File: config.mk
export PLATFORM = sky130hd
export DESIGN_NAME = core_mau_pl_flat
export DESIGN_NICKNAME = d
export VERILOG_FILES = /design/src/rtl/core_mau_pl_if.sv /design/src/rtl/core_mau_pl.sv /design/src/flat_wrapper.sv
export SDC_FILE = /design/constraint.sdc
export NUM_CORES = 1
export LEC_CHECK = 0
export BUFFER_PORTS_ARGS = -buffer_cell sky130_fd_sc_hd__clkbuf_2
export CAP_MARGIN = 0
export CORE_ASPECT_RATIO = 1.75
export CORE_MARGIN = 1.5
export CORE_UTILIZATION = 55
export CTS_BUF_LIST = sky130_fd_sc_hd__clkbuf_16
export DETAILED_ROUTE_END_ITERATION = 8
export GPL_TIMING_DRIVEN = 0
export PLACE_DENSITY = 0.86
export SLEW_MARGIN = 15
export SYNTH_ARGS = -nofsm -noshare
export SYNTH_HDL_FRONTEND = slang
export SYNTH_SLANG_ARGS = --single-unit
File: constraint.sdc
create_clock -name clk -period 7.32 [get_ports clk]
set_clock_uncertainty 0.1 [all_clocks]
set_input_delay 0.732 -clock clk [delete_from_list [all_inputs] [get_ports clk]]
set_output_delay 0.732 -clock clk [all_outputs]
set_load 0.01 [all_outputs]
File: src/rtl/core_mau_pl_if.sv
`default_nettype none
// ============================================================================
//  Module      : core_mau_pl_if
//  Description : Request/response and pipelined wishbone signal bundle for
//                the pipelined load/store unit.
//                master : load/store unit view. It takes requests from the
//                         execute stage, returns responses and drives the
//                         data bus.
//                slave  : environment view. It is the execute stage plus
//                         the wishbone slave.
//  Ports       : req_*  request from execute (valid/ready handshake)
//                rsp_*  in-order response pulse, busy status
//                bus_*  pipelined wishbone data bus
//  Revision    : 1.0  initial release
// ============================================================================
interface core_mau_pl_if #(
    parameter int DW = 32,
    parameter int AW = 32
);
    logic              req_valid;
    logic              req_ready;
    logic              req_we;
    logic [1:0]        req_size;
    logic              req_signed;
    logic [AW-1:0]     req_addr;
    logic [DW-1:0]     req_wdata;

    logic              rsp_valid;
    logic [DW-1:0]     rsp_data;
    logic              rsp_err;
    logic              busy;

    logic              bus_cyc;
    logic              bus_stb;
    logic              bus_we;
    logic [AW-1:0]     bus_adr;
    logic [DW/8-1:0]   bus_sel;
    logic [DW-1:0]     bus_dat_mo;
    logic [DW-1:0]     bus_dat_so;
    logic              bus_ack;
    logic              bus_err;
    logic              bus_stall;

    modport master (
        input  req_valid, req_we, req_size, req_signed, req_addr, req_wdata,
        output req_ready,
        output rsp_valid, rsp_data, rsp_err, busy,
        output bus_cyc, bus_stb, bus_we, bus_adr, bus_sel, bus_dat_mo,
        input  bus_dat_so, bus_ack, bus_err, bus_stall
    );

    modport slave (
        output req_valid, req_we, req_size, req_signed, req_addr, req_wdata,
        input  req_ready,
        input  rsp_valid, rsp_data, rsp_err, busy,
        input  bus_cyc, bus_stb, bus_we, bus_adr, bus_sel, bus_dat_mo,
        output bus_dat_so, bus_ack, bus_err, bus_stall
    );
endinterface
`default_nettype wire

File: src/rtl/core_mau_pl.sv
`default_nettype none
// ============================================================================
//  Module      : core_mau_pl
//  Description : Pipelined load/store unit. It issues LD/ST requests on a
//                pipelined wishbone bus with up to DEPTH accesses in flight.
//                Responses return in request order. Each response carries
//                lane-aligned, sign- or zero-extended load data and an error
//                flag for a misaligned access or a bus error.
//  Ports       : clk  clock, posedge
//                rst  asynchronous active-high reset
//                mau  core_mau_pl_if.master (request, response, wishbone)
//  Revision    : 1.0  initial release
// ============================================================================
module core_mau_pl #(
    parameter int DW    = 32,
    parameter int AW    = 32,
    parameter int DEPTH = 4
) (
    input  wire logic       clk,
    input  wire logic       rst,
    core_mau_pl_if.master   mau
);
    localparam int NB = DW / 8;
    localparam int LW = $clog2(NB);
    localparam int PW = $clog2(DEPTH);
    localparam int CW = PW + 1;
    localparam int TW = 4 + LW;

    typedef enum logic [1:0] {
        S_IDLE  = 2'd0,
        S_ISSUE = 2'd1,
        S_WAIT  = 2'd2
    } state_t;

    state_t            r_state;
    state_t            w_state_nxt;

    logic [TW-1:0]     r_tag [DEPTH];
    logic [PW-1:0]     r_wptr;
    logic [PW-1:0]     r_rptr;
    logic [CW-1:0]     r_count;

    logic              r_we;
    logic [AW-1:0]     r_adr;
    logic [NB-1:0]     r_sel;
    logic [DW-1:0]     r_dat;

    logic              r_rsp_valid;
    logic [DW-1:0]     r_rsp_data;
    logic              r_rsp_err;
    logic              r_mis_pend;

    logic [LW-1:0]     w_lo;
    logic              w_mis;
    logic              w_stb;
    logic              w_empty;
    logic              w_full;
    logic              w_ready;
    logic              w_acc;
    logic              w_push;
    logic              w_acc_mis;
    logic              w_pop;
    logic              w_last_pop;
    logic [NB-1:0]     w_sel;
    logic [DW-1:0]     w_dat;

    logic [TW-1:0]     w_head;
    logic              w_h_we;
    logic [1:0]        w_h_size;
    logic              w_h_sgn;
    logic [LW-1:0]     w_h_lo;
    logic [DW-1:0]     w_shifted;
    logic [DW-1:0]     w_ld;
    logic              w_fill;
    int                w_nbits;

    // ------------------------------------------------------------------
    // Request qualification
    // ------------------------------------------------------------------
    assign w_lo = mau.req_addr[LW-1:0];

    always_comb begin
        w_mis = 1'b0;
        case (mau.req_size)
            2'd0:    w_mis = 1'b0;
            2'd1:    w_mis = w_lo[0];
            2'd2:    w_mis = |w_lo[1:0];
            default: w_mis = |w_lo;
        endcase
    end

    // stb is asserted exactly while the FSM is in ISSUE
    assign w_stb   = (r_state == S_ISSUE);
    assign w_empty = (r_count == '0);
    assign w_full  = (r_count == CW'(DEPTH));

    // A misaligned request never touches the bus. It is only taken when
    // nothing is in flight, so its response cannot overtake a bus response.
    assign w_ready   = (!w_stb || !mau.bus_stall) && !w_full
                       && (!w_mis || (w_empty && !w_stb));
    assign w_acc     = mau.req_valid && w_ready;
    assign w_push    = w_acc && !w_mis;
    assign w_acc_mis = w_acc && w_mis;

    // ack or err with an empty tag FIFO is ignored
    assign w_pop      = (mau.bus_ack || mau.bus_err) && !w_empty;
    assign w_last_pop = w_pop && !w_push && (r_count == CW'(1));

    // ------------------------------------------------------------------
    // Lane select and write-data replication
    // ------------------------------------------------------------------
    always_comb begin
        w_sel = '0;
        case (mau.req_size)
            2'd0:    w_sel = NB'(1);
            2'd1:    w_sel = NB'(3);
            2'd2:    w_sel = NB'(4'hF);
            default: w_sel = '1;
        endcase
        w_sel = w_sel << w_lo;
    end

    always_comb begin
        w_dat = '0;
        case (mau.req_size)
            2'd0:    w_dat = {NB{mau.req_wdata[7:0]}};
            2'd1:    w_dat = {(NB/2){mau.req_wdata[15:0]}};
            2'd2:    w_dat = {(NB/4){mau.req_wdata[31:0]}};
            default: w_dat = mau.req_wdata;
        endcase
    end

    // ------------------------------------------------------------------
    // Bus cycle FSM
    // ------------------------------------------------------------------
    always_ff @(posedge clk or posedge rst) begin : p_state
        if (rst) begin
            r_state <= S_IDLE;
        end else begin
            r_state <= w_state_nxt;
        end
    end

    always_comb begin : p_state_nxt
        w_state_nxt = r_state;
        case (r_state)
            S_IDLE: begin
                if (w_push) begin
                    w_state_nxt = S_ISSUE;
                end
            end
            S_ISSUE: begin
                // The slave may complete the final access in the same
                // cycle it takes stb. In that case go straight to IDLE.
                if (!mau.bus_stall && !w_push) begin
                    w_state_nxt = w_last_pop ? S_IDLE : S_WAIT;
                end
            end
            S_WAIT: begin
                if (w_push) begin
                    w_state_nxt = S_ISSUE;
                end else if (w_last_pop) begin
                    w_state_nxt = S_IDLE;
                end
            end
            default: w_state_nxt = S_IDLE;
        endcase
    end

    // ------------------------------------------------------------------
    // Strobe payload registers
    // These load on every accept, including the cycle the previous strobe
    // is taken, and hold while stalled.
    // ------------------------------------------------------------------
    always_ff @(posedge clk or posedge rst) begin : p_bus
        if (rst) begin
            r_we  <= 1'b0;
            r_adr <= '0;
            r_sel <= '0;
            r_dat <= '0;
        end else if (w_push) begin
            r_we  <= mau.req_we;
            r_adr <= {mau.req_addr[AW-1:LW], {LW{1'b0}}};
            r_sel <= w_sel;
            r_dat <= w_dat;
        end
    end

    // ------------------------------------------------------------------
    // Tag FIFO: {we, size, signed, lo} per outstanding access
    // ------------------------------------------------------------------
    always_ff @(posedge clk or posedge rst) begin : p_fifo
        if (rst) begin
            for (int i = 0; i < DEPTH; i++) begin
                r_tag[i] <= '0;
            end
            r_wptr  <= '0;
            r_rptr  <= '0;
            r_count <= '0;
        end else begin
            if (w_push) begin
                r_tag[r_wptr] <= {mau.req_we, mau.req_size, mau.req_signed, w_lo};
                r_wptr        <= r_wptr + PW'(1);
            end
            if (w_pop) begin
                r_rptr <= r_rptr + PW'(1);
            end
            if (w_push && !w_pop) begin
                r_count <= r_count + CW'(1);
            end else if (!w_push && w_pop) begin
                r_count <= r_count - CW'(1);
            end
        end
    end

    // ------------------------------------------------------------------
    // Load data alignment and extension for the FIFO head
    // ------------------------------------------------------------------
    assign w_head   = r_tag[r_rptr];
    assign w_h_we   = w_head[TW-1];
    assign w_h_size = w_head[TW-2:TW-3];
    assign w_h_sgn  = w_head[TW-4];
    assign w_h_lo   = w_head[LW-1:0];

    assign w_shifted = mau.bus_dat_so >> {w_h_lo, 3'b000};

    always_comb begin
        w_nbits = 8 << w_h_size;
        w_fill  = 1'b0;
        case (w_h_size)
            2'd0:    w_fill = w_h_sgn & w_shifted[7];
            2'd1:    w_fill = w_h_sgn & w_shifted[15];
            2'd2:    w_fill = w_h_sgn & w_shifted[31];
            default: w_fill = 1'b0;
        endcase
        w_ld = w_shifted;
        for (int i = 0; i < DW; i++) begin
            if (i >= w_nbits) begin
                w_ld[i] = w_fill;
            end
        end
    end

    // ------------------------------------------------------------------
    // Response pulse
    // ------------------------------------------------------------------
    always_ff @(posedge clk or posedge rst) begin : p_rsp
        if (rst) begin
            r_rsp_valid <= 1'b0;
            r_rsp_data  <= '0;
            r_rsp_err   <= 1'b0;
            r_mis_pend  <= 1'b0;
        end else begin
            r_rsp_valid <= w_pop || w_acc_mis;
            r_rsp_err   <= w_pop ? mau.bus_err : w_acc_mis;
            r_rsp_data  <= (w_pop && !w_h_we) ? w_ld : '0;
            r_mis_pend  <= w_acc_mis;
        end
    end

    // ------------------------------------------------------------------
    // Outputs
    // ------------------------------------------------------------------
    assign mau.req_ready  = w_ready;
    assign mau.rsp_valid  = r_rsp_valid;
    assign mau.rsp_data   = r_rsp_data;
    assign mau.rsp_err    = r_rsp_err;
    assign mau.busy       = w_stb || !w_empty || r_mis_pend;
    assign mau.bus_cyc    = (r_state != S_IDLE);
    assign mau.bus_stb    = w_stb;
    assign mau.bus_we     = r_we;
    assign mau.bus_adr    = r_adr;
    assign mau.bus_sel    = r_sel;
    assign mau.bus_dat_mo = r_dat;
endmodule
`default_nettype wire

File: src/flat_wrapper.sv
// flat-port wrapper written by rule: the top's interface ports become plain ports
module core_mau_pl_flat 
#(
    parameter int DW    = 32,
    parameter int AW    = 32,
    parameter int DEPTH = 4
)
  (clk, rst, mau_req_valid, mau_req_we, mau_req_size, mau_req_signed, mau_req_addr, mau_req_wdata, mau_req_ready, mau_rsp_valid, mau_rsp_data, mau_rsp_err, mau_busy, mau_bus_cyc, mau_bus_stb, mau_bus_we, mau_bus_adr, mau_bus_sel, mau_bus_dat_mo, mau_bus_dat_so, mau_bus_ack, mau_bus_err, mau_bus_stall);
  core_mau_pl_if #(.DW(DW), .AW(AW)) mau_i ();
  input  wire logic clk;
  input  wire logic rst;
  input wire logic [$bits(mau_i.req_valid)-1:0] mau_req_valid;
  input wire logic [$bits(mau_i.req_we)-1:0] mau_req_we;
  input wire logic [$bits(mau_i.req_size)-1:0] mau_req_size;
  input wire logic [$bits(mau_i.req_signed)-1:0] mau_req_signed;
  input wire logic [$bits(mau_i.req_addr)-1:0] mau_req_addr;
  input wire logic [$bits(mau_i.req_wdata)-1:0] mau_req_wdata;
  output wire logic [$bits(mau_i.req_ready)-1:0] mau_req_ready;
  output wire logic [$bits(mau_i.rsp_valid)-1:0] mau_rsp_valid;
  output wire logic [$bits(mau_i.rsp_data)-1:0] mau_rsp_data;
  output wire logic [$bits(mau_i.rsp_err)-1:0] mau_rsp_err;
  output wire logic [$bits(mau_i.busy)-1:0] mau_busy;
  output wire logic [$bits(mau_i.bus_cyc)-1:0] mau_bus_cyc;
  output wire logic [$bits(mau_i.bus_stb)-1:0] mau_bus_stb;
  output wire logic [$bits(mau_i.bus_we)-1:0] mau_bus_we;
  output wire logic [$bits(mau_i.bus_adr)-1:0] mau_bus_adr;
  output wire logic [$bits(mau_i.bus_sel)-1:0] mau_bus_sel;
  output wire logic [$bits(mau_i.bus_dat_mo)-1:0] mau_bus_dat_mo;
  input wire logic [$bits(mau_i.bus_dat_so)-1:0] mau_bus_dat_so;
  input wire logic [$bits(mau_i.bus_ack)-1:0] mau_bus_ack;
  input wire logic [$bits(mau_i.bus_err)-1:0] mau_bus_err;
  input wire logic [$bits(mau_i.bus_stall)-1:0] mau_bus_stall;
  assign mau_i.req_valid = mau_req_valid;
  assign mau_i.req_we = mau_req_we;
  assign mau_i.req_size = mau_req_size;
  assign mau_i.req_signed = mau_req_signed;
  assign mau_i.req_addr = mau_req_addr;
  assign mau_i.req_wdata = mau_req_wdata;
  assign mau_req_ready = mau_i.req_ready;
  assign mau_rsp_valid = mau_i.rsp_valid;
  assign mau_rsp_data = mau_i.rsp_data;
  assign mau_rsp_err = mau_i.rsp_err;
  assign mau_busy = mau_i.busy;
  assign mau_bus_cyc = mau_i.bus_cyc;
  assign mau_bus_stb = mau_i.bus_stb;
  assign mau_bus_we = mau_i.bus_we;
  assign mau_bus_adr = mau_i.bus_adr;
  assign mau_bus_sel = mau_i.bus_sel;
  assign mau_bus_dat_mo = mau_i.bus_dat_mo;
  assign mau_i.bus_dat_so = mau_bus_dat_so;
  assign mau_i.bus_ack = mau_bus_ack;
  assign mau_i.bus_err = mau_bus_err;
  assign mau_i.bus_stall = mau_bus_stall;
  core_mau_pl #(.DW(DW), .AW(AW), .DEPTH(DEPTH)) u_core (.clk(clk), .rst(rst), .mau(mau_i));
endmodule
# Word level (Yosys, flattened, before mapping)
# Cells that the tools add are included.
[classes]
n_addsub = 4
mul = 0
div_mod_pow = 0
magnitude_cmp = 35
eq_ne = 10
n_shift = 3
muxes = 52
bitwise_logic = 5
reduce_logical = 35
[ops]
columns = ["cell", "count"]
rows = [
  [">= comparator 6 x 32 -> 1 bit (first input constant)", 16],
  [">= comparator 5 x 32 -> 1 bit (first input constant)", 8],
  [">= comparator 4 x 32 -> 1 bit (first input constant)", 4],
  [">= comparator 3 x 32 -> 1 bit (first input constant)", 2],
  ["one-hot mux 32 bit (2 select lines)", 1],
  ["2-to-1 mux 1 bit", 33],
  [">= comparator 1 x 32 -> 1 bit (first input constant)", 1],
  [">= comparator 2 x 32 -> 1 bit (first input constant)", 1],
  ["2-to-1 mux 32 bit", 1],
  ["<< shifter 4 x 2 -> 32 bit (first input constant)", 1],
  [">> shifter 32 x 5 -> 32 bit", 1],
  ["bitwise mux 24 bit", 1],
  ["2-to-1 mux 6 bit", 3],
  ["logical AND 1 bit", 13],
  ["binary-select mux 6 bit (select 2 bit)", 1],
  ["demux 6 bit (select 2 bit)", 1],
  ["2-to-1 mux 2 bit", 5],
  ["zero test 1 bit", 8],
  ["one-hot mux 4 bit (2 select lines)", 1],
  ["equality test 2 x 1 -> 1 bit (second input constant)", 3],
  [">= comparator 3 bit (second input constant)", 2],
  ["zero test 2 bit", 3],
  ["logical OR 1 bit", 6],
  ["2-to-1 mux 3 bit", 2],
  ["other kinds (20)", 26],
]
[totals]
ff_bits = 135
latch_bits = 0
mem_bits_rw = 0
rom_bits = 0
inputBits = 106
output_inout_bits = 107
word_cells = 160
memories = 0

# Depth between registers and ports, before layout
[logic_depth]
ltp_word = 13
mapped_depth = 11
ltp_nobuf = 9

# Least setup slack after synthesis
# OpenSTA, ideal clock, no wires.
[synth_path]
path_kind = "input-to-reg"
startpoint = "input port mau_req_size[0]"
endpoint = "register u_core.r_count[2]"
setup_time_ns = 0.126
arrival_time_ns = 2.399
slack_ns = 4.696
path_stages = 10
cell_sequence = "clkbuf_1 > a21oi_1 > o21ai_1 > inv_1 > clkbuf_1 > buf_2 > ha_1 > mux2i_1 > nor2_1 > xor2_1"
[synth_via]
elab_chain_len = 10
[synth_lines]
columns = ["element", "line_no", "rtl"]
rows = [
  ["start, declared", "flat_wrapper.sv:14", "input wire logic [$bits(mau_i.req_size)-1:0] mau_req_size;"],
  ["equality test 2 x 1 -> 1 bit or zero test 2 bit (tied branches)", "core_mau_pl.sv:84", "case (mau.req_size)"],
  ["one-hot mux 1 bit (2 select lines) (*)", "core_mau_pl.sv:84", ""],
  ["zero test 1 bit (*)", "core_mau_pl.sv:100, core_mau_pl.sv:102", ""],
  ["logical OR 1 bit", "core_mau_pl.sv:100", "&& (!w_mis || (w_empty && !w_stb));"],
  ["logical AND 1 bit", "core_mau_pl.sv:100", ""],
  ["logical AND 1 bit", "core_mau_pl.sv:101", "assign w_acc = mau.req_valid && w_ready;"],
  ["logical AND 1 bit (*)", "core_mau_pl.sv:102", "assign w_push = w_acc && !w_mis;"],
  ["net u_core.w_push", "core_mau_pl.sv:60", "logic w_push;"],
  ["zero test 1 bit", "core_mau_pl.sv:210", "end else if (!w_push && w_pop) begin"],
  ["logical AND 1 bit", "core_mau_pl.sv:210", ""],
  ["nonzero test 2 bit (no line)", "n/a", ""],
  ["end signal, assigned", "core_mau_pl.sv:209", "r_count <= r_count + CW'(1);"],
  ["end signal, assigned", "core_mau_pl.sv:211", "r_count <= r_count - CW'(1);"],
  ["end, declared", "core_mau_pl.sv:41", "logic [CW-1:0] r_count;"],
]
# Mark *: on every way through the listed nets, which the timed path passes. The rest lies on a longest branch.
# A chain may end at the register's enable or synchronous reset.

# Worst setup path after layout
[layout_path]
startpoint = "register u_core.r_count[0]"
endpoint = "register u_core.r_count[2]"
[layout_via]
elab_chain_len = 9
[layout_lines]
columns = ["element", "line_no"]
rows = [
  ["equality test 3 bit or zero test 3 bit (tied branches)", "core_mau_pl.sv:95, core_mau_pl.sv:94"],
  ["zero test 1 bit or logical AND 1 bit (tied branches)", "core_mau_pl.sv:99, core_mau_pl.sv:100"],
  ["logical AND 1 bit or logical OR 1 bit (tied branches)", "core_mau_pl.sv:99, core_mau_pl.sv:100"],
  ["logical AND 1 bit (*)", "core_mau_pl.sv:100"],
  ["logical AND 1 bit (*)", "core_mau_pl.sv:101"],
  ["logical AND 1 bit (*)", "core_mau_pl.sv:102"],
  ["net u_core.w_push", "core_mau_pl.sv:60"],
  ["zero test 1 bit", "core_mau_pl.sv:210"],
  ["logical AND 1 bit", "core_mau_pl.sv:210"],
  ["nonzero test 2 bit (no line)", "n/a"],
]
# Mark *: on every way through the listed nets, which the timed path passes. The rest lies on a longest branch. The select of a mux whose other input is x is not followed.

==> summary.md <==
| Metric | Value |
|---|---|
| Global placement routability congestion | 0.923 |
| Initial Util | 56.5% |
| Ant. Diodes | 0 |
| Post-DP HPWL | 12900 um |
| Fin util | 72.9% |
| Area growth syn-to-layout | 29.0% |
| Num CTS Buffers | 17 |
| Synth warn | 0 |
| Sequential share of the synthesized area | ~54% |
| Most common cell in the synthesized netlist | nand2_1 |
| Power Total | 3.97 mW |
| Final critical-path share of the clock period | about 43% |
| Post-CTS Hold Buffers | 0 |
| Worst hold slack | 257 ps |
| Syn Area/Cell | 10.2 um2 |
| Final hold viol count | 0 |
| CP required | about 7500 ps |
| Status | finished, final reports clean |
| Gr ovfl total | 0 |
| H-tree Lvls | 4 |
| Via density | 5.43 |
| Initial drt markers | 265 |
| Tightest Pin Transition | about 1000 ps |
| Primary FF master, synth | dfrtp_1 |
| Total Nets Final | 966 |
| Max-cap violations | 0 |
| RSZ-0062 raised after global routing | no |
| First-pass GRT wire length | 26900 um |
| Dpl ws | 4060 ps |
| Residual DRC | 0 |
| Clk_lat worst skew | approximately 420 ps |
| GRT Util Overall | 28.8% |
| VDD IR-drop max | ~0.35 mV |
| Share of layout cells above drive strength 1 | between 30 and 40% |
| P_leak | between 4 and 5 nW |
| Synth area leader | dfrtp_1 |
| Largest cells by area after synthesis | dfrtp_1 54%, nand2_1 10%, mux2i_1 7.3%, mux2_2 4.6%, o21ai_0 3.5% |
| Drt pass-1 iters | 4 |
| TritonCTS sink count | about 140 |
| Routed length per instance | 17.3 um |
| DIE WIDTH | approximately 84 um |
| CTS tree | done |
| Yosys reg bits | roughly 140 |
| Cells after Synth | 618 |
| Vias in the first global route | 5611 |
| Die area | 0.0122 mm2 |
| EDFF count, synth | 0 |
| Period minus WS final | 3180 ps |
| Routed Antenna Nets | 0 |
| Setup crit end kind | register |
| Yosys top cell area share | 53.5% |
| Slew Limit Fails | 0 |
| Post-cts gate resize count | 0 |
| Post-CTS Setup Bufs | 0 |
| Final Setup Violations | 0 |
| # rows | 51 |
| Post-Syn Area | 0.00631 mm2 |
| Clock root buffer master | clkbuf_16 |
| Via count | 5372 |
| Synth cell count leaders | 175 x nand2_1, 135 x dfrtp_1, 46 x mux2i_1 |
| Reg clk slew, reported paths | 60 ps |
| Maximum root-to-sink buffer count | 2 |
| Die height | 145 um |
| I/O Buffers | between 200 and 250 |
| Initial antenna violation count | 0 |
| Worst Path Arrival | 3370 ps |
| Crit path max fanout | 10 |
| IO Count | 213 |
| Kind of critical path | reg -> reg |
| Setup slack after layout | 4140 ps |
| Power Density | 487 mW/mm2 |
| Slew headroom | 32.2% |
| HP Class | in -> async |
| Core ar. | 0.0112 mm2 |
| Post-synthesis cell type count | 45 |
| Post-synthesis async set-or-reset flop share | 100% |
| Top achievable clock speed | 0.315 GHz |
| DRT Wirelength | 17100 um |
| Critical Path Start Type | register |
| Setup TNS | 0 ps |
| Largest net degree at the start of global routing | 77 |
state kept, by name, indices dropped and copies added, names as in the netlist:
| signal | count |
|---|---|
| u_core.mau.bus_dat_mo | 32 |
| u_core.mau.rsp_data | 32 |
| u_core.mau.bus_adr | 30 |
| u_core.r_tag | 24 |
| u_core.mau.bus_sel | 4 |
| u_core.r_count | 3 |
| u_core.r_rptr | 2 |
| u_core.r_state | 2 |
| u_core.r_wptr | 2 |
| u_core.mau.bus_we | 1 |
| u_core.mau.rsp_err | 1 |
| u_core.mau.rsp_valid | 1 |
| u_core.r_mis_pend | 1 |
metrics by stage:
step,instance area [um2],cells
4_1_cts,8140,990
3_3_place_gp,7510,957
5_1_grt,8140,990
3_5_place_dp,7540,958
6_report,8140,990
2_1_floorplan,6320,619
cells by family (layout without fill, tap and decap cells):
family / Yosys count / count (layout) / synth area share [%]
and+or+nand+nor: 233 / 233 / 15.8
adders and majority gates: 15 / 15 / 2.97
AOI/OAI and AO/OA: 100 / 100 / 9.26
DFF: 135 / 135 / 53.5
muxes: 78 / 78 / 14.1
xor gates and xnor gates: 6 / 6 / 0.833
other: 1 / 2 / 0.0594
buffers and inverters: 50 / 289 / 3.45
area by class of cell:
type / instances / area (um2)
Timing Repair Buffer: 207 / 1060
Buffer: 37 / 169
Tap cell: 132 / 165
Sequential cell: 135 / 3380
Inverter: 13 / 53.8
Fill cell: 806 / 3030
Multi-Input combinational cell: 434 / 2720
Clock buffer: 17 / 425
Clock inverter: 15 / 170
metal layers:
| metal | global-route usage (%) | vias up | routed length, um |
|---|---|---|---|
| li1 | - | 2521 | - |
| met1 | 28.2 | 2549 | 5870 |
| met2 | 53.7 | 255 | 9150 |
| met3 | 7.88 | 47 | 1230 |
| met4 | 17.0 | 0 | 834 |
| met5 | 0 | - | 0 |
path summary, 6_finish.rpt:
| kind | start | end | slack [ps] | depth (start not counted) |
|---|---|---|---|---|
| max in group asynchronous | rst | u_core.mau.bus_dat_mo[5]$_DFFE_PP0P_ | 6110 | 3 |
| min in group clk | u_core.mau.bus_adr[9]$_DFFE_PP0P_ | u_core.mau.bus_adr[9]$_DFFE_PP0P_ | 370 | 2 |
| worst min register to register | u_core.mau.bus_adr[9]$_DFFE_PP0P_ | u_core.mau.bus_adr[9]$_DFFE_PP0P_ | 370 | 2 |
| worst max register to register | u_core.r_count[0]$_DFFE_PP0P_ | u_core.r_count[2]$_DFFE_PP0P_ | 4140 | 11 |
| worst min-delay path | rst | u_core.mau.rsp_data[10]$_DFF_PP0_ | 260 | 2 |
| worst max-delay path | u_core.r_count[0]$_DFFE_PP0P_ | u_core.r_count[2]$_DFFE_PP0P_ | 4140 | 11 |
power by group:
group / total [mW] / internal [mW] / leakage, nW / switching (mW)
Sequential: 1.27 / 1.08 / 1.70 / 0.187
Clock: 0.861 / 0.559 / 0.306 / 0.302
Combinational: 1.84 / 0.754 / 2.42 / 1.09
worst max-delay path: stages, from the launching register on:
cell and delay [ps]:
dfrtp_1 410, inv_1 80, ha_1 240, a221oi_1 420
o21ai_1 230, inv_1 190, clkbuf_1 450, buf_2 310
ha_1 230, mux2i_1 190, nor2_1 60, xor2_1 140
cell usage in the layout (no fill, tap or decap), types with 4 or more instances in the layout:
cell type and count:
mux4_2 5, nor2_1 27, clkbuf_1 18, o21ai_0 44
clkinv_2 4, a21oi_1 28, buf_2 6, mux2i_1 46
nand2_1 175, bufinv_16 4, ha_1 15, xnor2_1 4
mux2_2 26, inv_1 16, a211oi_1 7, clkbuf_16 17
nor2b_1 11, dfrtp_1 135, a21o_1 8, clkbuf_2 206
buf_1 9
Power figures use the tool's default switching activity.
